[src/rtl/keycode_pkg.sv]
// Shared types and constants for the HID boot-keyboard report parser.
// Optional macro KEYCODE_PRESS_EVENT_EN is consumed by the top module only.
package keycode_pkg;

    localparam int REPORT_BYTES = 8;
    localparam int KC_WIDTH     = 8;
    localparam int KEY_OUTS     = 2;
    localparam int IDX_W        = $clog2(REPORT_BYTES);

    typedef logic [7:0] keycode_t;

    localparam keycode_t KC_NONE         = 8'h00;
    localparam keycode_t KC_ERR_ROLLOVER = 8'h01;
    localparam keycode_t KC_POST_FAIL    = 8'h02;
    localparam keycode_t KC_ERR_UNDEF    = 8'h03;

    typedef enum logic [1:0] {
        WAIT_SOF,
        RSVD,
        KEYS,
        PUBLISH
    } parser_state_t;

    // Slot codes that carry no key: none, POST fail, undefined error.
    function automatic logic is_empty_code(input keycode_t code);
        return (code == KC_NONE) || (code == KC_POST_FAIL) || (code == KC_ERR_UNDEF);
    endfunction

endpackage

[src/rtl/key_slot_capture.sv]
// Shadow capture of the first two distinct keycodes and the rollover flag
// for the report currently being received.
module key_slot_capture
    import keycode_pkg::*;
(
    input  logic     clk,
    input  logic     rst_n,
    input  logic     clear,
    input  logic     slot_valid,
    input  keycode_t code,
    output keycode_t shadow_k0,
    output keycode_t shadow_k1,
    output logic     shadow_roll
);

    always_ff @(posedge clk or negedge rst_n) begin
        if (!rst_n) begin
            shadow_k0   <= KC_NONE;
            shadow_k1   <= KC_NONE;
            shadow_roll <= 1'b0;
        end else if (clear) begin
            shadow_k0   <= KC_NONE;
            shadow_k1   <= KC_NONE;
            shadow_roll <= 1'b0;
        end else if (slot_valid) begin
            if (code == KC_ERR_ROLLOVER) begin
                shadow_roll <= 1'b1;
            end else if (!is_empty_code(code)) begin
                if (shadow_k0 == KC_NONE) begin
                    shadow_k0 <= code;
                end else if ((shadow_k1 == KC_NONE) && (code != shadow_k0)) begin
                    shadow_k1 <= code;
                end
            end
        end
    end

endmodule

[src/rtl/keycode_report_parser.sv]
// Parses 8-byte HID boot-keyboard reports and publishes modifiers plus two
// keycodes atomically per report. Optional: KEYCODE_PRESS_EVENT_EN.
module keycode_report_parser
    import keycode_pkg::*;
(
    input  logic                CLK,
    input  logic                Reset,
    input  logic [KC_WIDTH-1:0] byte_in,
    input  logic                byte_valid,
    input  logic                byte_sof,
    output logic                byte_ready,
    output keycode_t            keycode0,
    output keycode_t            keycode1,
    output keycode_t            modifiers,
    output logic                report_strobe,
    output logic                rollover_err,
`ifdef KEYCODE_PRESS_EVENT_EN
    output keycode_t            press_code,
    output logic                press_strobe,
`endif
    output parser_state_t       state_dbg
);

    localparam logic [IDX_W-1:0] LAST_IDX = IDX_W'(REPORT_BYTES - 1);

    // Handshake: a byte transfers on a rising edge where byte_valid && byte_ready;
    // byte_ready depends only on state, never on byte_valid.
    parser_state_t    state, state_next;
    logic [IDX_W-1:0] idx, idx_next;
    keycode_t         shadow_mod, shadow_mod_next;
    keycode_t         shadow_k0, shadow_k1;
    logic             shadow_roll;
    logic             accept, clear, slot_valid, publish;

    assign byte_ready = (state != PUBLISH);
    assign accept     = byte_valid && byte_ready;
    assign state_dbg  = state;

    key_slot_capture u_slots (
        .clk         (CLK),
        .rst_n       (Reset),
        .clear       (clear),
        .slot_valid  (slot_valid),
        .code        (byte_in),
        .shadow_k0   (shadow_k0),
        .shadow_k1   (shadow_k1),
        .shadow_roll (shadow_roll)
    );

    always_ff @(posedge CLK or negedge Reset) begin
        if (!Reset) begin
            state      <= WAIT_SOF;
            idx        <= '0;
            shadow_mod <= KC_NONE;
        end else begin
            state      <= state_next;
            idx        <= idx_next;
            shadow_mod <= shadow_mod_next;
        end
    end

    always_comb begin
        state_next      = state;
        idx_next        = idx;
        shadow_mod_next = shadow_mod;
        clear           = 1'b0;
        slot_valid      = 1'b0;
        publish         = 1'b0;
        // A SOF byte restarts a report from any accepting state, aborting a partial one.
        if (accept && byte_sof) begin
            shadow_mod_next = byte_in;
            clear           = 1'b1;
            idx_next        = IDX_W'(1);
            state_next      = RSVD;
        end else begin
            case (state)
                WAIT_SOF: ;
                RSVD: begin
                    if (accept) begin
                        idx_next   = IDX_W'(2);
                        state_next = KEYS;
                    end
                end
                KEYS: begin
                    if (accept) begin
                        slot_valid = 1'b1;
                        if (idx == LAST_IDX) begin
                            idx_next   = '0;
                            state_next = PUBLISH;
                        end else begin
                            idx_next = idx + 1'b1;
                        end
                    end
                end
                PUBLISH: begin
                    publish    = 1'b1;
                    state_next = WAIT_SOF;
                end
                default: state_next = WAIT_SOF;
            endcase
        end
    end

`ifdef KEYCODE_PRESS_EVENT_EN
    logic     press_hit;
    keycode_t press_val;

    // Newly pressed key relative to the pair currently on the outputs.
    always_comb begin
        press_hit = 1'b0;
        press_val = KC_NONE;
        if (!shadow_roll) begin
            if ((shadow_k0 != KC_NONE) && (shadow_k0 != keycode0) && (shadow_k0 != keycode1)) begin
                press_hit = 1'b1;
                press_val = shadow_k0;
            end else if ((shadow_k1 != KC_NONE) && (shadow_k1 != keycode0) && (shadow_k1 != keycode1)) begin
                press_hit = 1'b1;
                press_val = shadow_k1;
            end
        end
    end

    always_ff @(posedge CLK or negedge Reset) begin
        if (!Reset) begin
            press_code   <= KC_NONE;
            press_strobe <= 1'b0;
        end else begin
            press_strobe <= publish && press_hit;
            if (publish && press_hit) begin
                press_code <= press_val;
            end
        end
    end
`endif

    // Rollover reports refresh modifiers and the error flag but keep the last key pair.
    always_ff @(posedge CLK or negedge Reset) begin
        if (!Reset) begin
            keycode0      <= KC_NONE;
            keycode1      <= KC_NONE;
            modifiers     <= KC_NONE;
            rollover_err  <= 1'b0;
            report_strobe <= 1'b0;
        end else begin
            report_strobe <= publish;
            if (publish) begin
                modifiers    <= shadow_mod;
                rollover_err <= shadow_roll;
                if (!shadow_roll) begin
                    keycode0 <= shadow_k0;
                    keycode1 <= shadow_k1;
                end
            end
        end
    end

endmodule
[config.mk]
export PLATFORM = sky130hd
export DESIGN_NAME = keycode_report_parser
export DESIGN_NICKNAME = d
export VERILOG_FILES = /design/src/rtl/keycode_pkg.sv /design/src/rtl/key_slot_capture.sv /design/src/rtl/keycode_report_parser.sv
export SDC_FILE = /design/constraint.sdc
export NUM_CORES = 1
export LEC_CHECK = 0
export BUFFER_PORTS_ARGS = -buffer_cell sky130_fd_sc_hd__buf_4
export CAP_MARGIN = 10
export CORE_ASPECT_RATIO = 1.4
export CORE_UTILIZATION = 38
export DETAILED_ROUTE_END_ITERATION = 8
export SLEW_MARGIN = 20
export SYNTH_ARGS = -nofsm -noshare
export SYNTH_HDL_FRONTEND = slang
export SYNTH_HIERARCHICAL = 1
export SYNTH_SLANG_ARGS = --single-unit
[constraint.sdc]
create_clock -name CLK -period 2 [get_ports CLK]
set_input_delay 0 -clock CLK [delete_from_list [all_inputs] [get_ports CLK]]
set_output_delay 0 -clock CLK [all_outputs]
set_load 0.05 [all_outputs]
==> impl_metrics.toml, run 1 <==
[setup_path]
rr_startpoint = "state_dbg[0]"
ff2ff_path_depth = 3
slowest_delay_ns = 0.71
cp_data_arrival_time_ns = 2.01
required_ns = 2.20
crit_chain = "nand2_2 > or2_1 > mux2_2"
criticalPathCategory = "reg -> reg"
reg2reg_to = "keycode1[4]"
critPathLaunchType = "flip-flop"
cp-end-kind = "flip-flop"
crit_slowest_cell = "or2_1"
crit_path_max_fanout = 16
r2r_slack_ns = 0.19

[cells_and_area]
n_antenna_cell = 0
nets = 260
area_delta_synth_final_pct = 23.9
drive_above_1_share_pct = 34.8
final_cells = 319
final_area_mm2 = 0.00302
final_util_pct = 48.7

[synth]
synthMuxAreaShare_pct = 16.8
ys_seq_elements = 56
syn_area_per_cell_um2 = 12.5
synth_fa_ha_area_share_pct = 1.03
synth_top_family_by_area = "multiplexers"
synth-simple-area-share_pct = 10.6
synth_compound_area_share_pct = 7.44
ys_types = 35
syn_inst = 195
ys_seq_area_share_pct = 57.4
netlist_area_mm2 = 0.00244
yosys_warnings = 6
synth_xor_area_share_pct = 2.87
synth_nets = 209

[pwr]
peakVddDrop_mv = 0.814
power.leakage_nw = 1.46
powerDensity_mw_per_mm2 = 1240
total_power_mw = 3.76

[global_routing]
grt_usage_pct = 14.8
grt-ovfl-total = 0
grt_start_max_net_pins = 57
antenna_found_initial = 0
grt_pass1_wl_mm = 7.81
grt_pass1_vias = 1599

[clock_tree]
post_cts_buffers = 0
cts_resized = 0
clockBufferDepth = 2
cts_tree = "done"
cts_sinks = 56
clk-insertion-delay-late_ns = 0.31
root_buffer = "clkbuf_8"
cts_buffers = 5
path_clk_slew_ns = 0.10
cts_htree_levels = 2

[place]
io_buffers = 40
place_area_mm2 = 0.00282
dp.final_hpwl_mm = 3.23
gp_congestion = 0.805
dp_cells = 302
pre_cts_slack_ns = 0.217

[timing]
timing.final.ws_setup_ns = 0.187
layout_min_cycle_time_ns = 1.81
tightest_slew_ns = 0.921
maxSlewHeadroom_pct = 38.6
max_freq_mhz = 552
skew_ns = 0.00697
holdWs_ns = 0.0233
rsz0062_at_grt = "false"
fin_setup_tns_ns = 0
final-setup-viol-count = 0
report.final.slew_viol_count = 0
finalHoldViolCount = 0
fin_crit_sh_pct = 90.6

[hold_path]
min_to = "state_dbg[0]"
min_path_type = "in -> reg"
hold_depth = 3
worstHoldStart = "byte_sof"

[detailed_routing]
antenna_left = 0
drc = 0
totalWireLength_mm = 4.77
wire_per_inst_um = 15.0
vias = 1639
drtIter0Drc = 73
routed_via_density = 5.14
dr.pass1.iters = 4

[floorplanning]
initial_utilization_pct = 39.3
fp-row-count = 34
core_area_mm2 = 0.00621
die_area_mm2 = 0.00675
die_width_um = 69.7
ios = 41
die_h_um = 96.8

[outcome]
status = "finished, final reports clean"

[run]
drv_cap = 0
==> sequential cells by signal (all words and copies together) (netlist names) <==
name and flops:
keycode1 8, u_slots/shadow_k1 8, shadow_mod 8, u_slots/shadow_roll 1
report_strobe 1, state_dbg 2, modifiers 8, keycode0 8
u_slots/shadow_k0 8, idx 3, rollover_err 1
==> worst max-delay path, delay by kind of cell (launching register included) <==
family           cells  cell delay, ns
and+or+nand+nor      2            0.81
DFF                  1            0.48
muxes                1            0.41
==> cells in the mapped netlist, drive strengths merged <==
cell | number | area [µm²]
a21oi | 9 | 48.8
a221o | 2 | 20.0
a22o | 1 | 8.76
a31oi | 2 | 12.5
and2 | 2 | 12.5
and3 | 1 | 6.26
and4 | 1 | 8.76
buf | 6 | 41.3
clkbuf | 2 | 7.51
dfrtp | 56 | 1400
ha | 2 | 25.0
inv | 12 | 45.0
mux2 | 33 | 409
nand2 | 7 | 28.8
nand2b | 10 | 62.6
nand3 | 1 | 5.00
nand3b | 2 | 15.0
nand4 | 2 | 12.5
nand4b | 1 | 8.76
nor2 | 11 | 41.3
nor3 | 1 | 5.00
nor4 | 4 | 25.0
o211ai | 1 | 7.51
o21ai | 4 | 20.0
o22ai | 9 | 56.3
o31ai | 1 | 7.51
or2 | 1 | 6.26
or2b | 2 | 15.0
or3 | 1 | 6.26
xnor2 | 8 | 70.1
==> layout by cell type (no fill, tap or decap) <==
master         instances
clkbuf_8               5
and4_1                 1
buf_12                 1
or2b_1                 2
a22o_1                 1
or2_1                  1
nor4_1                 4
nand3_1                1
a21oi_2                1
nor3_1                 1
mux2_2                23
a31oi_1                2
nand2b_1              10
nand2_2                1
and3_1                 1
dlygate4sd3_1          9
mux2_4                10
or3_1                  1
a221o_1                2
inv_1                 12
buf_4                 42
clkinv_4               2
nand4b_1               1
ha_1                   2
xnor2_1                8
and2_1                 2
o211ai_1               1
nand2_1                6
o22ai_1                9
dfrtp_1               56
bufinv_16              1
nand3b_1               2
o21ai_0                4
a21oi_1                8
o31ai_1                1
nor2_1                11
nand4_1                2
==> metal layers <==
layer	wire [µm]	track usage, %
met1	2050	17.9
met2	2480	24.9
met3	161	3.44
met4	81	6.62
met5	0	0
==> cell families after synthesis <==
family / Yosys count
AOI/OAI and AO/OA: 29
xor gates and xnor gates: 8
adders and majority gates: 2
buffers and inverters: 20
DFF: 56
muxes: 33
and+or+nand+nor: 47
==> worst max path at each step <==
stage | depth (start not counted) | to | startpoint
final | 3 | keycode1[4] | state_dbg[0]
after global placement | 3 | keycode1[4] | state_dbg[0]
after floorplan | 6 | u_slots/shadow_k1[6] | state_dbg[0]
after CTS | 3 | keycode1[0] | state_dbg[0]
after detailed placement | 3 | keycode1[0] | state_dbg[0]
after global routing | 3 | keycode1[4] | state_dbg[0]
==> power breakdown <==
| part | total (mW) | switching, mW | internal [mW] |
|---|---|---|---|
| registers | 1.55 | 0.172 | 1.37 |
| clock network | 0.753 | 0.375 | 0.378 |
| logic | 1.46 | 0.904 | 0.557 |
==> timing repair <==
item	CTS	global route
hold endpoints to repair	78	0
hold buffers	9	0
endpoints found under the setup margin	0	0
==> layout make-up <==
type | instances | area (µm²)
Timing Repair Buffer | 52 | 425
Clock buffer | 5 | 68.8
Sequential cell | 56 | 1400
Tap cell | 72 | 90.1
Fill cell | 568 | 3190
Inverter | 12 | 45.0
Clock inverter | 3 | 47.5
Multi-Input combinational cell | 119 | 945
No activity file was read; power rests on OpenSTA's default activity.
==> inputs of run 2 (changes only) <==
CORE_UTILIZATION = 55   (was 38)
PLACE_DENSITY = 0.78   (was unset)
==> impl_metrics.toml, run 2 (synthesis gave the netlist of run 1 again) <==
[outcome]
status = "finished, final reports clean"

[setup_path]
critical-path-top-delay-family = "compound AO/OA/AOI/OAI gates"
r2r_slack_ns = 0.32
rr_startpoint = "u_slots/shadow_k0[1]"
criticalPathCategory = "reg -> reg"
ff2ff_path_depth = 4
crit_chain = "xnor2_1 > nand4_1 > o211ai_1 > o22ai_1"
required_ns = 2.15
slowest_delay_ns = 0.56
critPathLaunchType = "flip-flop"
cp_data_arrival_time_ns = 1.84
crit_path_max_fanout = 8
cp-end-kind = "flip-flop"
crit_buf_inv = 0
reg2reg_to = "u_slots/shadow_k1[7]"
crit_slowest_cell = "o211ai_1"

[hold_path]
worstHoldStart = "byte_valid"
min_path_type = "in -> reg"
hold_depth = 3
min_to = "idx[2]"

[detailed_routing]
vias = 1642
drtIter0Drc = 47
wire_per_inst_um = 14.9
drc = 0
antenna_left = 0
dr.pass1.iters = 4
totalWireLength_mm = 4.59
routed_via_density = 5.33

[timing]
final-setup-viol-count = 0
report.final.slew_viol_count = 0
rsz0062_at_grt = "false"
max_freq_mhz = 594
skew_ns = 0.00439
fin_crit_sh_pct = 84.2
tightest_slew_ns = 0.678
layout_min_cycle_time_ns = 1.68
fin_setup_tns_ns = 0
maxSlewHeadroom_pct = 54.8
timing.final.ws_setup_ns = 0.317
finalHoldViolCount = 0

[cells_and_area]
final_cell_mix = "56 x dfrtp_1, 43 x buf_4, 23 x mux2_2, 12 x inv_1, 11 x nor2_1"
area_delta_synth_final_pct = 23.2
final_common_cell = "dfrtp_1"
nets = 261
n_antenna_cell = 0
nFillCells = 326
drive_above_1_share_pct = 34.7

[pwr]
p_seq_share_pct = 41.9
power.leakage_nw = 1.46
p_int_mw = 2.30
pwr-share-clk_pct = 19.2
peakVddDrop_mv = 0.824
p_comb_share_pct = 39.0
powerDensity_mw_per_mm2 = 1240
netSwitchingFraction_pct = 38.3
switchingPower_mw = 1.43

[clock_tree]
root_buffer = "clkbuf_8"
cts_tree = "done"
cts_resized = 0
cts_sinks = 56
clk-insertion-delay-late_ns = 0.31
post_cts_buffers = 0
cts_buffers = 5
cts_hold_buffers = 9
cts_htree_levels = 2
path_clk_slew_ns = 0.09
clockBufferDepth = 2

[floorplanning]
die_width_um = 58.3
die_h_um = 80.8
fp-row-count = 28
ios = 41
core_area_mm2 = 0.00424
die_area_mm2 = 0.00471
initial_utilization_pct = 57.6

[place]
dp.final_hpwl_mm = 3.13
pre_cts_slack_ns = 0.342
io_buffers = 40
gp_congestion = 0.803

[global_routing]
grt_usage_pct = 22.0
antenna_found_initial = 0
grt_pass1_wl_mm = 7.47
grt_pass1_vias = 1594
grt-ovfl-total = 0
grt_start_max_net_pins = 57

[run]
drv_cap = 0
run 2: cell count changes in the layout (fill, tap and decap cells not counted), sizes merged:
| cell | previous run | this run |
|---|---|---|
| buf | 43 | 44 |
| clkbuf | 5 | 6 |
| clkinv | 2 | 1 |
run 2: stage by stage:
| step | std cells | hold slack (ns) | util [%] | cell area, µm² | total power [mW] |
|---|---|---|---|---|---|
| floorplan | 195 | -0.296 | - | 2440 | 2.59 |
| global placement | 291 | 0.0809 | 66.3 | 2810 | 3.01 |
| detailed placement | 291 | 0.0831 | 66.3 | 2810 | 3.04 |
| CTS | 308 | 0.0167 | 70.9 | 3010 | 3.76 |
| global route | 308 | 0.0295 | 70.9 | 3010 | 3.92 |
| finish | 308 | 0.0255 | 70.9 | 3010 | 3.73 |
run 2: cell type report:
| type | instances | area, µm² | share of cell area (%) |
|---|---|---|---|
| Clock buffer | 6 | 72.6 | 2.41 |
| Sequential cell | 56 | 1400 | 46.6 |
| Multi-Input combinational cell | 119 | 945 | 31.4 |
| Timing Repair Buffer | 53 | 433 | 14.4 |
| Inverter | 12 | 45.0 | 1.50 |
| Clock inverter | 2 | 35.0 | 1.17 |
| Tap cell | 60 | 75.1 | 2.50 |
run 2: how the worst max path moves through the flow:
stage | startpoint | end | depth (start not counted)
floorplan | state_dbg[0] | u_slots/shadow_k1[6] | 6
global placement | state_dbg[1] | shadow_mod[6] | 4
detailed placement | state_dbg[1] | shadow_mod[2] | 4
CTS | u_slots/shadow_k0[5] | u_slots/shadow_k1[7] | 4
global route | state_dbg[1] | u_slots/shadow_k1[7] | 5
finish | u_slots/shadow_k0[1] | u_slots/shadow_k1[7] | 4
run 2: power by group through the flow:
stage | Combinational (mW) | Clock (mW) | Sequential (mW)
final | 1.46 | 0.716 | 1.56
after global routing | 1.54 | 0.781 | 1.60
after CTS | 1.47 | 0.732 | 1.57
after detailed placement | 1.45 | 0 | 1.59
after global placement | 1.43 | 0 | 1.58
after floorplan | 0.477 | 0 | 2.11
run 2: layer usage:
| layer | GRT usage, % | wire (µm) | vias up | part of all wire, % |
|---|---|---|---|---|
| met3 | 6.21 | 149 | 7 | 3.2 |
| met2 | 36.4 | 2350 | 42 | 51 |
| met5 | 0 | 0 | - | 0 |
| met4 | 9.52 | 87 | 0 | 1.9 |
| li1 | - | - | 786 | - |
| met1 | 26.7 | 2000 | 807 | 44 |
run 2: worst reg2reg max path, stage by stage (launching register included):
cell      delay (ns)
dfrtp_1         0.44
xnor2_1         0.19
nand4_1         0.14
o211ai_1        0.56
o22ai_1         0.20
==> inputs of run 3 (changes only) <==
ABC_AREA = 1   (was unset)
CORE_UTILIZATION = 50   (was 55)
PLACE_DENSITY = 0.75   (was 0.78)
clock period = 1.5 ns   (was 2 ns; I/O delays follow)
==> impl_metrics.toml, run 3 <==
[cells_and_area]
nFillCells = 432
nets = 388
area_delta_synth_final_pct = 28.6
final_cell_mix = "120 x nand2_1, 54 x dfrtp_1, 51 x buf_4, 22 x nor2_1, 20 x inv_1"
final_common_cell = "nand2_1"
drive_above_1_share_pct = 25.9
n_antenna_cell = 0
final_cells = 439
regArea_mm2 = 0.00141
final_area_mm2 = 0.00328
multi_input_area_mm2 = 0.00106
final_util_pct = 67.3

[floorplanning]
fp-row-count = 30
die_width_um = 62.4
core_area_mm2 = 0.00488
ios = 41
initial_utilization_pct = 52.3
die_area_mm2 = 0.00540
die_h_um = 86.5

[setup_path]
critPathLaunch = "state_dbg[0]"
rr_startpoint = "state_dbg[0]"
endpoint = "u_slots/shadow_k0[1]"
reg2reg_to = "u_slots/shadow_k0[1]"
r2r_slack_ns = -0.008
criticalPathCategory = "reg -> reg"
cp-end-kind = "flip-flop"
crit_path_max_fanout = 7
crit_slowest_cell = "dfrtp_2"
cp_data_arrival_time_ns = 1.75
required_ns = 1.74
slowest_delay_ns = 0.44
ff2ff_path_depth = 8
crit_chain = "inv_2 > nand2_4 > nor3_4 > buf_6 > nand4_4 > nand2_2 > nand2_1 > o21ai_1"
critPathLaunchType = "flip-flop"

[timing]
finalHoldViolCount = 0
rsz0062_at_grt = "true"
layout_min_cycle_time_ns = 1.51
skew_ns = 0.00835
max_freq_mhz = 663
holdWs_ns = 0.0175
timing.final.ws_setup_ns = -0.00756
fin_crit_sh_pct = 101
tightest_slew_ns = 0.504
fin_setup_tns_ns = -0.00756
maxSlewHeadroom_pct = 66.4
report.final.slew_viol_count = 0
final-setup-viol-count = 1

[synth]
ys_seq_area_share_pct = 54.9
synth_area_leaders = "dfrtp_1 55%, nand2_1 18%, nand3_1 4.3%"
yosys_warnings = 6
netlist_area_mm2 = 0.00255
async_reset_ff_share_pct = 100
synth-edff-count = 0
synth_top_area_share_pct = 54.9
ys_seq_elements = 56
yosysMostFrequentCell = "nand2_1"
syn_inst = 308
synth_nets = 322
syn_area_per_cell_um2 = 8.28
synthTopCellsByCount = "124 x nand2_1, 56 x dfrtp_1, 22 x inv_1, 22 x nand3_1, 22 x nor2_1"
ys_types = 24
yosys.area.top_type = "dfrtp_1"
synth_flop_cell = "dfrtp_1"

[pwr]
peakVddDrop_mv = 1.43
p_int_mw = 3.56
p_seq_share_pct = 36.8
power.leakage_nw = 1.74
switchingPower_mw = 3.29
total_power_mw = 6.85
netSwitchingFraction_pct = 48.1
pwr-share-clk_pct = 12.0
powerDensity_mw_per_mm2 = 2090
p_comb_share_pct = 51.2

[detailed_routing]
drc = 0
routed_via_density = 5.01
vias = 2199
antenna_left = 0
totalWireLength_mm = 5.78
wire_per_inst_um = 13.2
dr.pass1.iters = 5
drtIter0Drc = 134

[place]
io_buffers = 40
dp.final_hpwl_mm = 4.09
dp_cells = 415
pre_cts_slack_ns = -0.0199
place_area_mm2 = 0.00301
gp_congestion = 0.832

[clock_tree]
cts_sinks = 56
cts_htree_levels = 2
cts_tree = "done"
clk-insertion-delay-late_ns = 0.31
root_buffer = "clkbuf_8"
clockBufferDepth = 2
cts_buffers = 5
path_clk_slew_ns = 0.10

[run]
drv_cap = 0

[outcome]
status = "finished with violations"
violations = "negative setup slack"

[global_routing]
grt_start_max_net_pins = 40
grt_usage_pct = 23.0
grt-ovfl-total = 0
antenna_found_initial = 0
grt_pass1_wl_mm = 9.57
grt_pass1_vias = 2043

[hold_path]
min_path_type = "in -> reg"
run 3: cell count changes in the layout (fill, tap and decap cells not counted), moves of 8 or more:
cell      before  now
inv_2          0    8
inv_1         12   20
mux2_4        10    0
nand2b_1      10    0
mux2_2        23    0
nand3_1        1   19
o22ai_1        9    0
nor2_1        11   22
buf_4         43   51
o21ai_1        0   13
nand2_1        6  120
run 3: logic make-up (layout without fill, tap and decap cells):
group | Yosys count | count (layout) | synth area share [%]
flip-flops | 56 | 56 | 54.9
adder cells (fa/ha/maj) | 2 | 2 | 0.981
XOR/XNOR | 3 | 3 | 1.03
AND/OR/NAND/NOR | 184 | 185 | 31.4
buffers and inverters | 36 | 102 | 6.33
AO/OA/AOI/OAI | 27 | 27 | 5.30
run 3: power groups by stage:
stage          sequential [mW]  clock [mW]  combinational (mW)
4_1_cts                   2.53       0.834                3.40
3_3_place_gp              2.54           0                3.30
6_report                  2.52       0.821                3.51
3_5_place_dp              2.56           0                3.38
5_1_grt                   2.60       0.901                3.78
2_1_floorplan             3.67           0                1.25
run 3: what timing repair did:
item                       CTS  global route
hold endpoints to repair    46             0
gates cloned                 0             1
hold buffers                10             0
pin swaps                    1             7
setup endpoints to repair   15            16
setup buffers                0             5
gates resized for setup      1             9
run 3: critical path: cells and delay by family (launching register included):
family                 cells  cell delay [ns]
buffers and inverters      2             0.23
and+or+nand+nor            5             0.68
DFF                        1             0.44
AOI/OAI and AO/OA          1             0.07
run 3: how the worst min path moves through the flow:
stage | from | to | slack (ns) | cells after the start
finish | byte_sof | state_dbg[1] | 0.02 | 4
floorplan | Reset | idx[0] | -0.30 | 0
detailed placement | Reset | modifiers[1] | 0.004 | 1
global route | byte_sof | state_dbg[1] | 0.02 | 4
global placement | Reset | modifiers[1] | -0.005 | 1
CTS | byte_sof | u_slots/shadow_roll | 0.009 | 4
run 3: layer usage:
layer | global-route usage (%) | part of all wire [%] | up-vias
met4 | 7.61 | 1.8 | 0
met2 | 40.5 | 53 | 51
met5 | 0 | 0 | -
li1 | - | - | 1093
met1 | 28.9 | 42 | 1045
met3 | 3.68 | 2.9 | 10
run 3: final cells by class:
cell class / count / area share, %
tap: 64 / 2.44
clock inverter: 3 / 0.572
inverter: 30 / 3.66
multi-input combinational: 217 / 32.4
timing repair buffer: 64 / 16.0
sequential: 56 / 42.9
clock buffer: 5 / 2.10
